===== src/rtl/cpu_types_pkg.sv =====
// Shared CPU types: hazard-controller state encoding and the bundle of
// pipeline control outputs, with the two fixed patterns the controller uses.
package cpu_types_pkg;

  typedef enum logic [1:0] {
    HZ_RUN    = 2'd0,
    HZ_FLUSH  = 2'd1,
    HZ_HALTED = 2'd2
  } hz_state_t;

  typedef struct packed {
    logic pc_en;
    logic en_ifid;
    logic en_idex;
    logic en_exmem;
    logic en_memwb;
    logic fl_ifid;
    logic fl_idex;
    logic fl_exmem;
    logic fl_memwb;
    logic dmem_block;
  } hz_ctl_t;

  // Free-running pipeline: everything advances, nothing is squashed.
  localparam hz_ctl_t CTL_RUN = '{
    pc_en: 1'b1, en_ifid: 1'b1, en_idex: 1'b1, en_exmem: 1'b1, en_memwb: 1'b1,
    fl_ifid: 1'b0, fl_idex: 1'b0, fl_exmem: 1'b0, fl_memwb: 1'b0,
    dmem_block: 1'b0
  };

  // Frozen pipeline used from the halt cycle onward.
  localparam hz_ctl_t CTL_FREEZE = '{
    pc_en: 1'b0, en_ifid: 1'b0, en_idex: 1'b0, en_exmem: 1'b0, en_memwb: 1'b0,
    fl_ifid: 1'b0, fl_idex: 1'b0, fl_exmem: 1'b0, fl_memwb: 1'b0,
    dmem_block: 1'b1
  };

endpackage


===== src/rtl/sat_counter.sv =====
// Saturating up-counter: sticks at all-ones instead of wrapping; clr wins
// over inc.
module sat_counter #(
  parameter int W = 32
) (
  input  logic         CLK,
  input  logic         nRST,
  input  logic         inc,
  input  logic         clr,
  output logic [W-1:0] count
);

  logic [W-1:0] count_q, count_d;

  always_comb begin
    // NOTE: assign a default first so every path drives count_d; a missing
    // else branch in always_comb would otherwise infer a latch.
    count_d = count_q;
    if (clr) begin
      count_d = '0;
    end else if (inc && (count_q != '1)) begin
      count_d = count_q + W'(1);
    end
  end

  always_ff @(posedge CLK or negedge nRST) begin
    // NOTE: non-blocking assignment so every flop samples pre-edge values,
    // independent of the order blocks are evaluated in.
    if (!nRST) begin
      count_q <= '0;
    end else begin
      count_q <= count_d;
    end
  end

  assign count = count_q;

endmodule


===== src/rtl/hazard_ctrl.sv =====
// Pipeline sequencing controller: latch enables/flushes, PC enable, halt ->
// dcache-flush handshake, and stall/redirect performance counters.
module hazard_ctrl
  import cpu_types_pkg::*;
#(
  parameter int REG_W = 5,
  parameter int CNT_W = 32
) (
  input  logic             CLK,
  input  logic             nRST,
  input  logic             ihit,
  input  logic             dhit,
  input  logic             dmemREN_mem,
  input  logic             dmemWEN_mem,
  input  logic             memRead_ex,
  input  logic [REG_W-1:0] regSel_ex,
  input  logic [REG_W-1:0] rs_id,
  input  logic [REG_W-1:0] rt_id,
  input  logic             jump_id,
  input  logic             brTaken_mem,
  input  logic             halt_wb,
  input  logic             dflush_done,
  output logic             pc_en,
  output logic             en_ifid,
  output logic             en_idex,
  output logic             en_exmem,
  output logic             en_memwb,
  output logic             fl_ifid,
  output logic             fl_idex,
  output logic             fl_exmem,
  output logic             fl_memwb,
  output logic             dmem_block,
  output logic             dflush_req,
  output logic             halt,
  output logic [CNT_W-1:0] stall_cnt,
  output logic [CNT_W-1:0] flush_cnt
);

  hz_state_t state_q, state_d;
  logic      dflush_req_q, dflush_req_d;
  logic      halt_q, halt_d;
  hz_ctl_t   ctl;
  logic      redirect;
  logic      dwait, loaduse;
  logic      stall_inc, flush_inc;

  assign dwait   = (dmemREN_mem | dmemWEN_mem) & ~dhit;
  assign loaduse = memRead_ex && (regSel_ex != '0) &&
                   ((regSel_ex == rs_id) || (regSel_ex == rt_id));

  always_comb begin
    state_d  = state_q;
    ctl      = CTL_RUN;
    redirect = 1'b0;
    unique case (state_q)
      HZ_RUN: begin
        if (halt_wb) begin
          ctl     = CTL_FREEZE;
          state_d = HZ_FLUSH;
        end else if (dwait) begin
          // Hold IF..EX; MEM/WB advances with a bubble so WB cannot repeat.
          ctl.pc_en    = 1'b0;
          ctl.en_ifid  = 1'b0;
          ctl.en_idex  = 1'b0;
          ctl.en_exmem = 1'b0;
          ctl.fl_memwb = 1'b1;
        end else if (brTaken_mem) begin
          ctl.fl_ifid  = 1'b1;
          ctl.fl_idex  = 1'b1;
          ctl.fl_exmem = 1'b1;
          redirect     = 1'b1;
        end else if (loaduse) begin
          ctl.pc_en   = 1'b0;
          ctl.en_ifid = 1'b0;
          ctl.fl_idex = 1'b1;
        end else if (jump_id) begin
          // The jump target is loaded even on an icache miss.
          ctl.fl_ifid = 1'b1;
          redirect    = 1'b1;
        end else if (!ihit) begin
          ctl.pc_en   = 1'b0;
          ctl.fl_ifid = 1'b1;
        end
      end
      HZ_FLUSH: begin
        ctl = CTL_FREEZE;
        if (dflush_done) state_d = HZ_HALTED;
      end
      HZ_HALTED: ctl = CTL_FREEZE;
      default: begin
        ctl     = CTL_FREEZE;
        state_d = HZ_RUN;
      end
    endcase
    dflush_req_d = (state_d == HZ_FLUSH);
    halt_d       = (state_d == HZ_HALTED);
  end

  always_ff @(posedge CLK or negedge nRST) begin
    if (!nRST) begin
      state_q      <= HZ_RUN;
      dflush_req_q <= 1'b0;
      halt_q       <= 1'b0;
    end else begin
      state_q      <= state_d;
      dflush_req_q <= dflush_req_d;
      halt_q       <= halt_d;
    end
  end

  assign stall_inc = (state_q == HZ_RUN) && !ctl.pc_en;
  assign flush_inc = redirect;

  sat_counter #(.W(CNT_W)) u_stall_cnt (
    .CLK   (CLK),
    .nRST  (nRST),
    .inc   (stall_inc),
    .clr   (1'b0),
    .count (stall_cnt)
  );

  sat_counter #(.W(CNT_W)) u_flush_cnt (
    .CLK   (CLK),
    .nRST  (nRST),
    .inc   (flush_inc),
    .clr   (1'b0),
    .count (flush_cnt)
  );

  assign pc_en      = ctl.pc_en;
  assign en_ifid    = ctl.en_ifid;
  assign en_idex    = ctl.en_idex;
  assign en_exmem   = ctl.en_exmem;
  assign en_memwb   = ctl.en_memwb;
  assign fl_ifid    = ctl.fl_ifid;
  assign fl_idex    = ctl.fl_idex;
  assign fl_exmem   = ctl.fl_exmem;
  assign fl_memwb   = ctl.fl_memwb;
  assign dmem_block = ctl.dmem_block;
  assign dflush_req = dflush_req_q;
  assign halt       = halt_q;

endmodule


===== config.mk =====
export PLATFORM = sky130hd
export DESIGN_NAME = hazard_ctrl
export DESIGN_NICKNAME = d
export VERILOG_FILES = /design/src/rtl/cpu_types_pkg.sv /design/src/rtl/sat_counter.sv /design/src/rtl/hazard_ctrl.sv
export SDC_FILE = /design/constraint.sdc
export NUM_CORES = 1
export LEC_CHECK = 0
export BUFFER_PORTS_ARGS = -buffer_cell sky130_fd_sc_hd__buf_4
export CAP_MARGIN = 30
export CORE_MARGIN = 2
export CORE_UTILIZATION = 30
export DETAILED_ROUTE_END_ITERATION = 12
export GPL_TIMING_DRIVEN = 1
export PLACE_DENSITY = 0.58
export SLEW_MARGIN = 25
export SYNTH_ARGS = -nofsm -noshare
export SYNTH_HDL_FRONTEND = slang
export SYNTH_SLANG_ARGS = --single-unit

===== constraint.sdc =====
create_clock -name CLK -period 2.3 [get_ports CLK]
set_clock_uncertainty 0.05 [all_clocks]
set_input_delay 0.23 -clock CLK [delete_from_list [all_inputs] [get_ports CLK]]
set_output_delay 0.23 -clock CLK [all_outputs]
set_load 0.005 [all_outputs]

==> impl_metrics.toml, run 1 <==
[detailed_routing]
avgViaCountPerCell = 4.768
final_antenna_net_count = 0
drtIter0Drc = 109
via_count = 3123
drt-pass1-iter-count = 4
post-route-drc-count = 0
drt_wl_total_mm = 9.315
routedWlPerCell_um = 14.22

[clock_network]
cts.sink_count = 68
total_clock_buffers_created_by_cts = 9
clock_tree_from_tritoncts = "built"
cts_max_path_bufs = 2
htree_num_levels = 3
clockRootBuffer = "clkbuf_16"
clk_pin_slew_worst_paths_ns = 0.05
clk_latency_ns = 0.34

[cells_and_area]
fin_area_um2 = 5150
final_cell_count_no_fill = 655
area_growth_syn_to_layout_pct = 35.48
num-nets-final = 506
n_fill_cell = 1288
antenna_cells = 0
final_layout_size_suffix_gt1_share_pct = 37.27

[global_route]
remaining_global_route_overflow = 0
grt_first_pass_wirelength_mm = 15.27
global_route.usage.total_pct = 14.42
grt_start_max_net_pins = 40
number_of_antenna_violations_at_the_first_check_in_global_routing = 0
number_of_global_route_vias_before_repair = 3073

[place]
port_buffers = 101
pre_cts_slack_ns = 0.2165
gpl.final_weighted_congestion = 0.7872
post_dp_cell_area_um2 = 4856
place_inst = 638
detailedPlacementHpwl_mm = 7.088

[critical_path]
worstPathBufferInverterCount = 0
crit_path_end_kind = "flip-flop"
critical_path.startpoint_type = "flip-flop"
crit_fanout = 7
cpLargestDelayFamily = "simple AND/OR/NAND/NOR gates"
cpPeakStageDelay_ns = 0.44
cp_data_arrival_time_ns = 2.25
cp_cell_sequence = "ha_1 -> nand2_1 -> or2_2 -> o21bai_2 -> nor4_2 -> xor2_1"
crit_required_ns = 2.50
slowest_stage = "dfrtp_1"
criticalPathCategory = "flip-flop to flip-flop"

[synth]
synth_async_sr_flop_share_pct = 100.0
post_synth_num_cell_types = 49
synth_compound_gate_area_share_pct = 4.082
ys_seq_area_share_pct = 44.77
synth-edff-count = 0
synthTopCellsByArea = "dfrtp_1 45%, xnor2_1 10%, xor2_1 6.5%"
synthSimpleGateAreaFrac_pct = 29.20
post_synth.cell_area_avg_um2 = 10.68
synth_top_cell_area_share_pct = 44.77
ys_top_cells_by_count = "68 x dfrtp_1, 44 x xnor2_1, 33 x nand2_1"
yosys.area_share.xor_xnor_pct = 16.59
synth_most_common_cell = "dfrtp_1"
syn-num-nets = 384
yosys.area.top_type = "dfrtp_1"
adder_cell_share_of_the_synthesized_area_pct = 0.6583
muxShareOfSynthArea_pct = 0.8558
synth.cell_area_um2 = 3801
yosys_warnings = 0
combinational_family_with_the_most_area_after_synthesis = "simple AND/OR/NAND/NOR gates"
synth_ff_type = "dfrtp_1"
synthCells = 356
register_bit_count_reported_by_yosys = 68

[pwr]
power_density_nw_per_um2 = 805.3
max-vdd-ir-drop_v = 0.0003425
p_leak_nw = 2.177

[timing]
maxSlewHeadroom_pct = 69.07
max_freq_ghz = 0.4878
setup_violations = 0
period_minus_slack_ns = 2.050
timing_worst_slew_pin_value_ns = 0.4602
final.hold.worst_slack_ns = 0.1203
timing.final.hold_violations = 0
final_max_slew_viol_count = 0
unrepaired_setup_endpoints_after_global_routing = "false"
setup_total_negative_slack_ns = 0
post_route_fraction_of_the_period_consumed_by_the_critical_path_pct = 89.13
final.setup.worst_slack_ns = 0.2499

[floorplan]
fp.dieArea_um2 = 13590
starting_utilization_of_the_core_area_pct = 30.37
core_um2 = 12520
die_h_um = 116.6
die_boundary_width_um = 116.6
floorplan.io_pins = 102
placementRows = 41

[run]
max_cap_viol_count = 0

[min_path]
hp-class = "input port to flip-flop"

[run_status]
status = "complete, no violations"
-- tightest hold or removal path, stage by stage --
cell and delay, ns:
buf_4 0.09, nand3_1 0.08, o21ai_0 0.07
-- logic make-up (layout without fill, tap and decap cells) --
group                    after synthesis  in the layout
multiplexers                           3              3
AND/OR/NAND/NOR                      170            170
adder cells (fa/ha/maj)                2              2
AO/OA/AOI/OAI                         17             17
flip-flops                            68             68
buffers and inverters                 24            151
XOR/XNOR                              72             72
-- state kept, by name (all words and copies together), names as in the netlist --
name and flops:
u_flush_cnt.count 32, dflush_req 1, halt 1, state_q 2, u_stall_cnt.count 32
-- metrics by stage --
step                      util [%]  power (mW)
after global routing         41.14       4.412
final                        41.14       4.147
after floorplan                  -       2.274
after CTS                    41.14       4.211
after global placement       38.79       2.835
after detailed placement     38.79       2.853
-- repair_timing --
| action | CTS | global route |
|---|---|---|
| setup endpoints to repair | 0 | 0 |
| setup buffers | 0 | 0 |
| gates resized for setup | 0 | 0 |
| hold buffers | 1 | 0 |
| hold endpoints to repair | 29 | 0 |
-- path summary, 6_finish.rpt --
kind / slack (ns) / to / cells after the start / startpoint
setup reg to reg: 0.25 / u_stall_cnt.count[20] / 6 / u_stall_cnt.count[0]
hold / removal: 0.12 / halt / 3 / dflush_done
setup / recovery: 0.25 / u_stall_cnt.count[20] / 6 / u_stall_cnt.count[0]
min in group asynchronous: 0.33 / u_stall_cnt.count[15] / 2 / nRST
max in group asynchronous: 1.32 / u_flush_cnt.count[25] / 3 / nRST
hold reg to reg: 0.44 / u_flush_cnt.count[25] / 1 / u_flush_cnt.count[25]
-- power by group --
| part | switching (mW) | internal, mW |
|---|---|---|
| Clock | 0.504 | 0.828 |
| Sequential | 0.234 | 1.38 |
| Combinational | 0.617 | 0.583 |
-- placed cells by master, fill, tap and decap left out, types with 5 or more instances in the layout --
master | Yosys | layout
nor4_2 | 19 | 19
xor2_1 | 28 | 28
nand2_1 | 33 | 33
clkbuf_16 | 0 | 9
xnor2_1 | 44 | 44
clkinv_2 | 0 | 5
inv_1 | 10 | 10
and3_1 | 8 | 8
nor3_1 | 20 | 20
nor2_1 | 11 | 11
dfrtp_1 | 68 | 68
buf_4 | 4 | 120
nand4_1 | 28 | 28
nand3_1 | 20 | 20
-- final cells by class --
type                       instances  area (um2)  area share [%]
multi-input combinational        264        1953           37.93
timing repair buffer             123       950.9           18.46
clock buffer                      10       229.0           4.446
sequential                        68        1702           33.04
tap                              172       215.2           4.179
clock inverter                     6       55.05           1.069
inverter                          12       45.04          0.8746
-- layer usage --
metal | share of wire, % | up-vias | global-route usage, %
met1 | 44 | 1530 | 18.16
met5 | 0 | - | 0
met2 | 50 | 69 | 23.57
met4 | 1.6 | 0 | 5.176
li1 | - | 1509 | -
met3 | 5.0 | 15 | 4.307
(Power assumes the default switching activity.)
==> run 2: changes to the inputs <==
CTS_BUF_LIST = sky130_fd_sc_hd__clkbuf_8   (was unset)
GPL_ROUTABILITY_DRIVEN = 0   (was unset)
PLACE_DENSITY = unset   (was 0.58)
PLACE_DENSITY_LB_ADDON = 0.08   (was unset)
==> run 2 against run 1 <==
Non-clock buffer count is 3 higher. Routed wire length is 2.6% higher. First-iteration DRC count is 39% higher. Combinational power is 3% higher. Total power is 11% lower. Register-to-register slack worse by 0.02 ns. Utilization is 0.59 points lower. Cell count is 0.46% higher. Worst hold slack worse by 0.022 ns. Final area is 1.4% lower. Flip-flop and latch count stayed put. Critical path depth stayed put. Largest cell class unchanged. Largest power group unchanged. Highest routed layer unchanged.
==> impl_metrics.toml, run 2 (synthesized netlist as in run 1, its figures left out) <==
[timing]
unrepaired_setup_endpoints_after_global_routing = "false"
final.hold.worst_slack_ns = 0.09847
setup_violations = 0
timing_worst_slew_pin_value_ns = 0.4165
maxSlewHeadroom_pct = 72.23
timing.final.hold_violations = 0
period_minus_slack_ns = 2.071
final_max_slew_viol_count = 0
max_freq_ghz = 0.4828
final.setup.worst_slack_ns = 0.2289
post_route_fraction_of_the_period_consumed_by_the_critical_path_pct = 90.05
setup_total_negative_slack_ns = 0

[cells_and_area]
n_fill_cell = 1299
sequential_cell_area_um2 = 1702
num-nets-final = 509
multi_input_gate_area_um2 = 1953
layout.core_utilization_pct = 40.55
fin_area_um2 = 5076
antenna_cells = 0
final_layout_size_suffix_gt1_share_pct = 37.04
layout.cells.most_common = "buf_4"
highest_count_cells_in_the_layout_ignoring_fill_and_taps = "121 x buf_4, 68 x dfrtp_1, 44 x xnor2_1"
final_cell_count_no_fill = 658
area_growth_syn_to_layout_pct = 33.54

[place]
post_dp_cell_area_um2 = 4903
port_buffers = 101
place_inst = 641
pre_cts_slack_ns = 0.2128
detailedPlacementHpwl_mm = 7.033

[global_route]
grt.met3_usage_pct = 4.100
number_of_antenna_violations_at_the_first_check_in_global_routing = 0
busiest_layer = "met1"
grt_start_max_net_pins = 43
global_route.usage.met1_pct = 21.72
grtUsageMet2_pct = 21.05
remaining_global_route_overflow = 0
grt_first_pass_wirelength_mm = 15.73
global_route.usage.total_pct = 14.90
number_of_global_route_vias_before_repair = 3085

[clock_network]
clk_latency_ns = 0.35
cts.sink_count = 68
clk_pin_slew_worst_paths_ns = 0.07
cts_max_path_bufs = 2
post_cts_resized = 0
htree_num_levels = 3
clockRootBuffer = "clkbuf_8"
total_clock_buffers_created_by_cts = 9
clock_tree_from_tritoncts = "built"

[run]
max_cap_viol_count = 0

[detailed_routing]
avgViaCountPerCell = 4.725
drt_wl_total_mm = 9.557
final_antenna_net_count = 0
drt-pass1-iter-count = 4
drtIter0Drc = 152
via_count = 3109
routedWlPerCell_um = 14.52
post-route-drc-count = 0

[floorplan]
core_um2 = 12520
die_boundary_width_um = 116.6
fp.dieArea_um2 = 13590
floorplan.io_pins = 102
starting_utilization_of_the_core_area_pct = 30.37
die_h_um = 116.6
placementRows = 41

[critical_path]
crit_end = "u_flush_cnt.count[14]"
timing_startpoint_of_the_critical_path = "u_flush_cnt.count[15]"
worstReg2RegEnd = "u_flush_cnt.count[14]"
cp_cell_sequence = "nand3_1 -> nor4_2 -> and4_1 -> nor3_1 -> nand4_1 -> xnor2_1"
rrSetupSlack_ns = 0.23
critical_path.startpoint_type = "flip-flop"
cp_data_arrival_time_ns = 2.30
crit_required_ns = 2.53
crit_fanout = 8
ff2ff_path_depth = 6
worstReg2RegStart = "u_flush_cnt.count[15]"
slowest_stage = "nor4_2"
cpPeakStageDelay_ns = 0.48
criticalPathCategory = "flip-flop to flip-flop"
crit_path_end_kind = "flip-flop"

[run_status]
status = "complete, no violations"

[pwr]
finalPower_mw = 3.711
max-vdd-ir-drop_v = 0.0002776
p_leak_nw = 2.148
power_density_nw_per_um2 = 731.0

[min_path]
hp-class = "input port to flip-flop"
==> run 2: how the worst min path moves through the flow <==
stage                      from                    end  slack, ns  cells after the start
CTS                 dflush_done             state_q[1]       0.07                      3
detailed placement         nRST  u_flush_cnt.count[17]       0.13                      1
global route        dflush_done                   halt       0.10                      3
finish              dflush_done             state_q[1]        0.1                      3
floorplan                  nRST             dflush_req      -0.12                      0
global placement           nRST  u_flush_cnt.count[17]       0.13                      1
==> run 2: worst max-delay path: cells and delay by family, from the launching register on <==
family | cells | cell delay [ns]
flops | 1 | 0.42
simple gates | 5 | 1.41
xor+xnor | 1 | 0.11
==> run 2: layer usage <==
layer  share of wire [%]  wire (um)
met5                   0          0
met4                 1.5        139
met3                 5.4        516
met1                  50       4816
met2                  43       4085
==> run 2: timing repair <==
action / 4_1_cts / 5_1_grt
setup buffers: 0 / 0
endpoints found under the hold margin: 26 / 0
hold buffers: 1 / 0
==> run 2: layout make-up <==
class	count	share of cell area, %
clock inverter	6	0.4930
tap	172	4.240
clock buffer	10	2.711
multi-input combinational	264	38.48
sequential	68	33.52
inverter	12	0.8874
timing repair buffer	126	19.67
==> run 2: power breakdown <==
| group | total [mW] | switching [mW] | internal [mW] |
|---|---|---|---|
| registers | 1.61 | 0.232 | 1.38 |
| logic | 1.24 | 0.636 | 0.608 |
| clock network | 0.857 | 0.455 | 0.402 |
==> run 3: changes to the inputs <==
==> constraint.sdc (replaced) <==
create_clock -name CLK -period 2.7 [get_ports CLK]
set_clock_uncertainty 0.05 [all_clocks]
set_input_delay 0.405 -clock CLK [delete_from_list [all_inputs] [get_ports CLK]]
set_output_delay 0.405 -clock CLK [all_outputs]
set_load 0.05 [all_outputs]
==> run 3 against run 2 <==
Non-clock buffer count fell by 13. Clock power down 15%. Critical path type is now input port to primary output. Critical path depth rose by 2. Critical endpoint is now pc_en. Global-route usage down 0.65 points. Sequential share of layout area rose by 0.78 points. Combinational power increased by 30%. First-iteration DRC count is 6.6% lower. Via count down 2.0%. Register-to-register slack improved by 0.27 ns.
==> impl_metrics.toml, run 3 (synthesized netlist as in run 1, its figures left out) <==
[place]
port_buffers = 101
detailedPlacementHpwl_mm = 6.591
post_dp_cell_area_um2 = 4761

[detailed_routing]
routedWlPerCell_um = 14.26
drt-pass1-iter-count = 4
drt_wl_total_mm = 9.196
post-route-drc-count = 0
avgViaCountPerCell = 4.726
drtIter0Drc = 142
via_count = 3048
final_antenna_net_count = 0

[clock_network]
post_cts_resized = 0
clock_tree_from_tritoncts = "built"
cts.repair_timing.setup_buffer_count = 0
clk_pin_slew_worst_paths_ns = 0.07
total_clock_buffers_created_by_cts = 9
htree_num_levels = 3
hold_fix_buffer_count_after_cts = 0
clockRootBuffer = "clkbuf_8"
cts_max_path_bufs = 2
clk_latency_ns = 0.35
cts.sink_count = 68

[pwr]
internal_power_mw = 2.009
p_leak_nw = 2.085
finalPower_mw = 3.723
power_density_nw_per_um2 = 750.5
clock_power_share_pct = 19.6
max-vdd-ir-drop_v = 0.0004381
share_comb_of_total_power_pct = 43.2
sequentialPowerShare_pct = 37.2
p_sw_mw = 1.714
power.switching_fraction_pct = 46.04

[global_route]
global_route.usage.total_pct = 14.24
grt_first_pass_wirelength_mm = 15.03
remaining_global_route_overflow = 0
number_of_global_route_vias_before_repair = 2945
number_of_antenna_violations_at_the_first_check_in_global_routing = 0
grt_start_max_net_pins = 69

[floorplan]
starting_utilization_of_the_core_area_pct = 30.37
core_um2 = 12520
die_h_um = 116.6
floorplan.io_pins = 102
fp.dieArea_um2 = 13590
die_boundary_width_um = 116.6
placementRows = 41

[min_path]
min-delay-start = "dflush_done"
hp-class = "input port to flip-flop"
holdPathEnd = "halt"
min_path_cells = 3

[critical_path]
worstReg2RegEnd = "u_flush_cnt.count[18]"
criticalPathCategory = "input port to primary output"
critical_path.startpoint_type = "input port"
crit_required_ns = 2.25
crit_path_end_kind = "primary output"
worstReg2RegStart = "state_q[0]"
crit_fanout = 3
ff2ff_path_depth = 9
cp_data_arrival_time_ns = 1.87
rrSetupSlack_ns = 0.50

[timing]
timing.final.hold_violations = 0
setup_total_negative_slack_ns = 0
maxSlewHeadroom_pct = 67.41
max_freq_ghz = 0.4300
timing_worst_slew_pin_value_ns = 0.4885
post_route_fraction_of_the_period_consumed_by_the_critical_path_pct = 86.13
setup_violations = 0
final_max_slew_viol_count = 0
unrepaired_setup_endpoints_after_global_routing = "false"
period_minus_slack_ns = 2.325

[run_status]
status = "complete, no violations"

[cells_and_area]
fin_area_um2 = 4961
final_layout_size_suffix_gt1_share_pct = 35.31
num-nets-final = 496
layout.core_utilization_pct = 39.63
layout.cells.most_common = "buf_4"
antenna_cells = 0
n_fill_cell = 1308
highest_count_cells_in_the_layout_ignoring_fill_and_taps = "110 x buf_4, 68 x dfrtp_1, 44 x xnor2_1"
area_growth_syn_to_layout_pct = 30.51

[run]
max_cap_viol_count = 0
==> run 3: changes by cell type in the layout (fill, tap and decap cells not counted) <==
| cell | before | now |
|---|---|---|
| buf_12 | 4 | 1 |
| buf_16 | 0 | 1 |
| buf_4 | 121 | 110 |
==> run 3: metal layers <==
metal / GRT usage [%] / wire (um) / up-vias / part of all wire [%]
li1: - / - / 1489 / -
met1: 19.77 / 4548 / 1470 / 49
met2: 21.32 / 3981 / 76 / 43
met3: 2.958 / 474 / 13 / 5.2
met4: 6.588 / 192 / 0 / 2.1
met5: 0 / 0 / - / 0
==> run 3: area by class of cell <==
cell class                      instances  area, um2  share of cell area [%]
Clock buffer                           10      137.6                   2.774
Clock inverter                          6      25.02                  0.5044
Inverter                               12      45.04                  0.9079
Multi-Input combinational cell        264       1953                   39.37
Sequential cell                        68       1702                   34.30
Tap cell                              172      215.2                   4.338
Timing Repair Buffer                  113      883.3                   17.81
==> run 3: power groups by stage <==
| stage | registers (mW) | clock network (mW) | logic (mW) |
|---|---|---|---|
| after floorplan | 1.86 | 0 | 0.668 |
| after global placement | 1.40 | 0 | 1.62 |
| after detailed placement | 1.41 | 0 | 1.62 |
| after CTS | 1.39 | 0.767 | 1.62 |
| after global routing | 1.42 | 0.811 | 1.72 |
| final | 1.38 | 0.731 | 1.61 |
==> run 3: worst max-delay path by stage <==
stage                         start                     to  slack, ns  depth (start not counted)
6_report               regSel_ex[1]                  pc_en       0.37                          8
5_1_grt        u_flush_cnt.count[0]  u_flush_cnt.count[20]       0.15                          7
4_1_cts                regSel_ex[1]                  pc_en       0.36                          8
3_5_place_dp           regSel_ex[1]  u_flush_cnt.count[18]       0.35                          8
3_3_place_gp           regSel_ex[1]                fl_ifid       0.37                          8
2_1_floorplan            state_q[0]   u_flush_cnt.count[6]       0.09                          9
==> run 3: worst max-delay path: stages <==
cell and delay, ns:
buf_4 0.12, or4_1 0.54, o21ai_2 0.18, inv_2 0.07, nand2_1 0.10, o21ai_0 0.08
a21oi_1 0.15, buf_4 0.21
==> run 3: stage by stage <==
| step | instances | hold WS, ns | setup WS [ns] |
|---|---|---|---|
| finish | 645 | 0.2731 | 0.3745 |
| global route | 645 | 0.2953 | 0.1536 |
| CTS | 643 | 0.1590 | 0.3642 |
| detailed placement | 627 | 0.4373 | 0.3539 |
| global placement | 627 | 0.4284 | 0.3662 |
| floorplan | 356 | 0.05941 | 0.08560 |
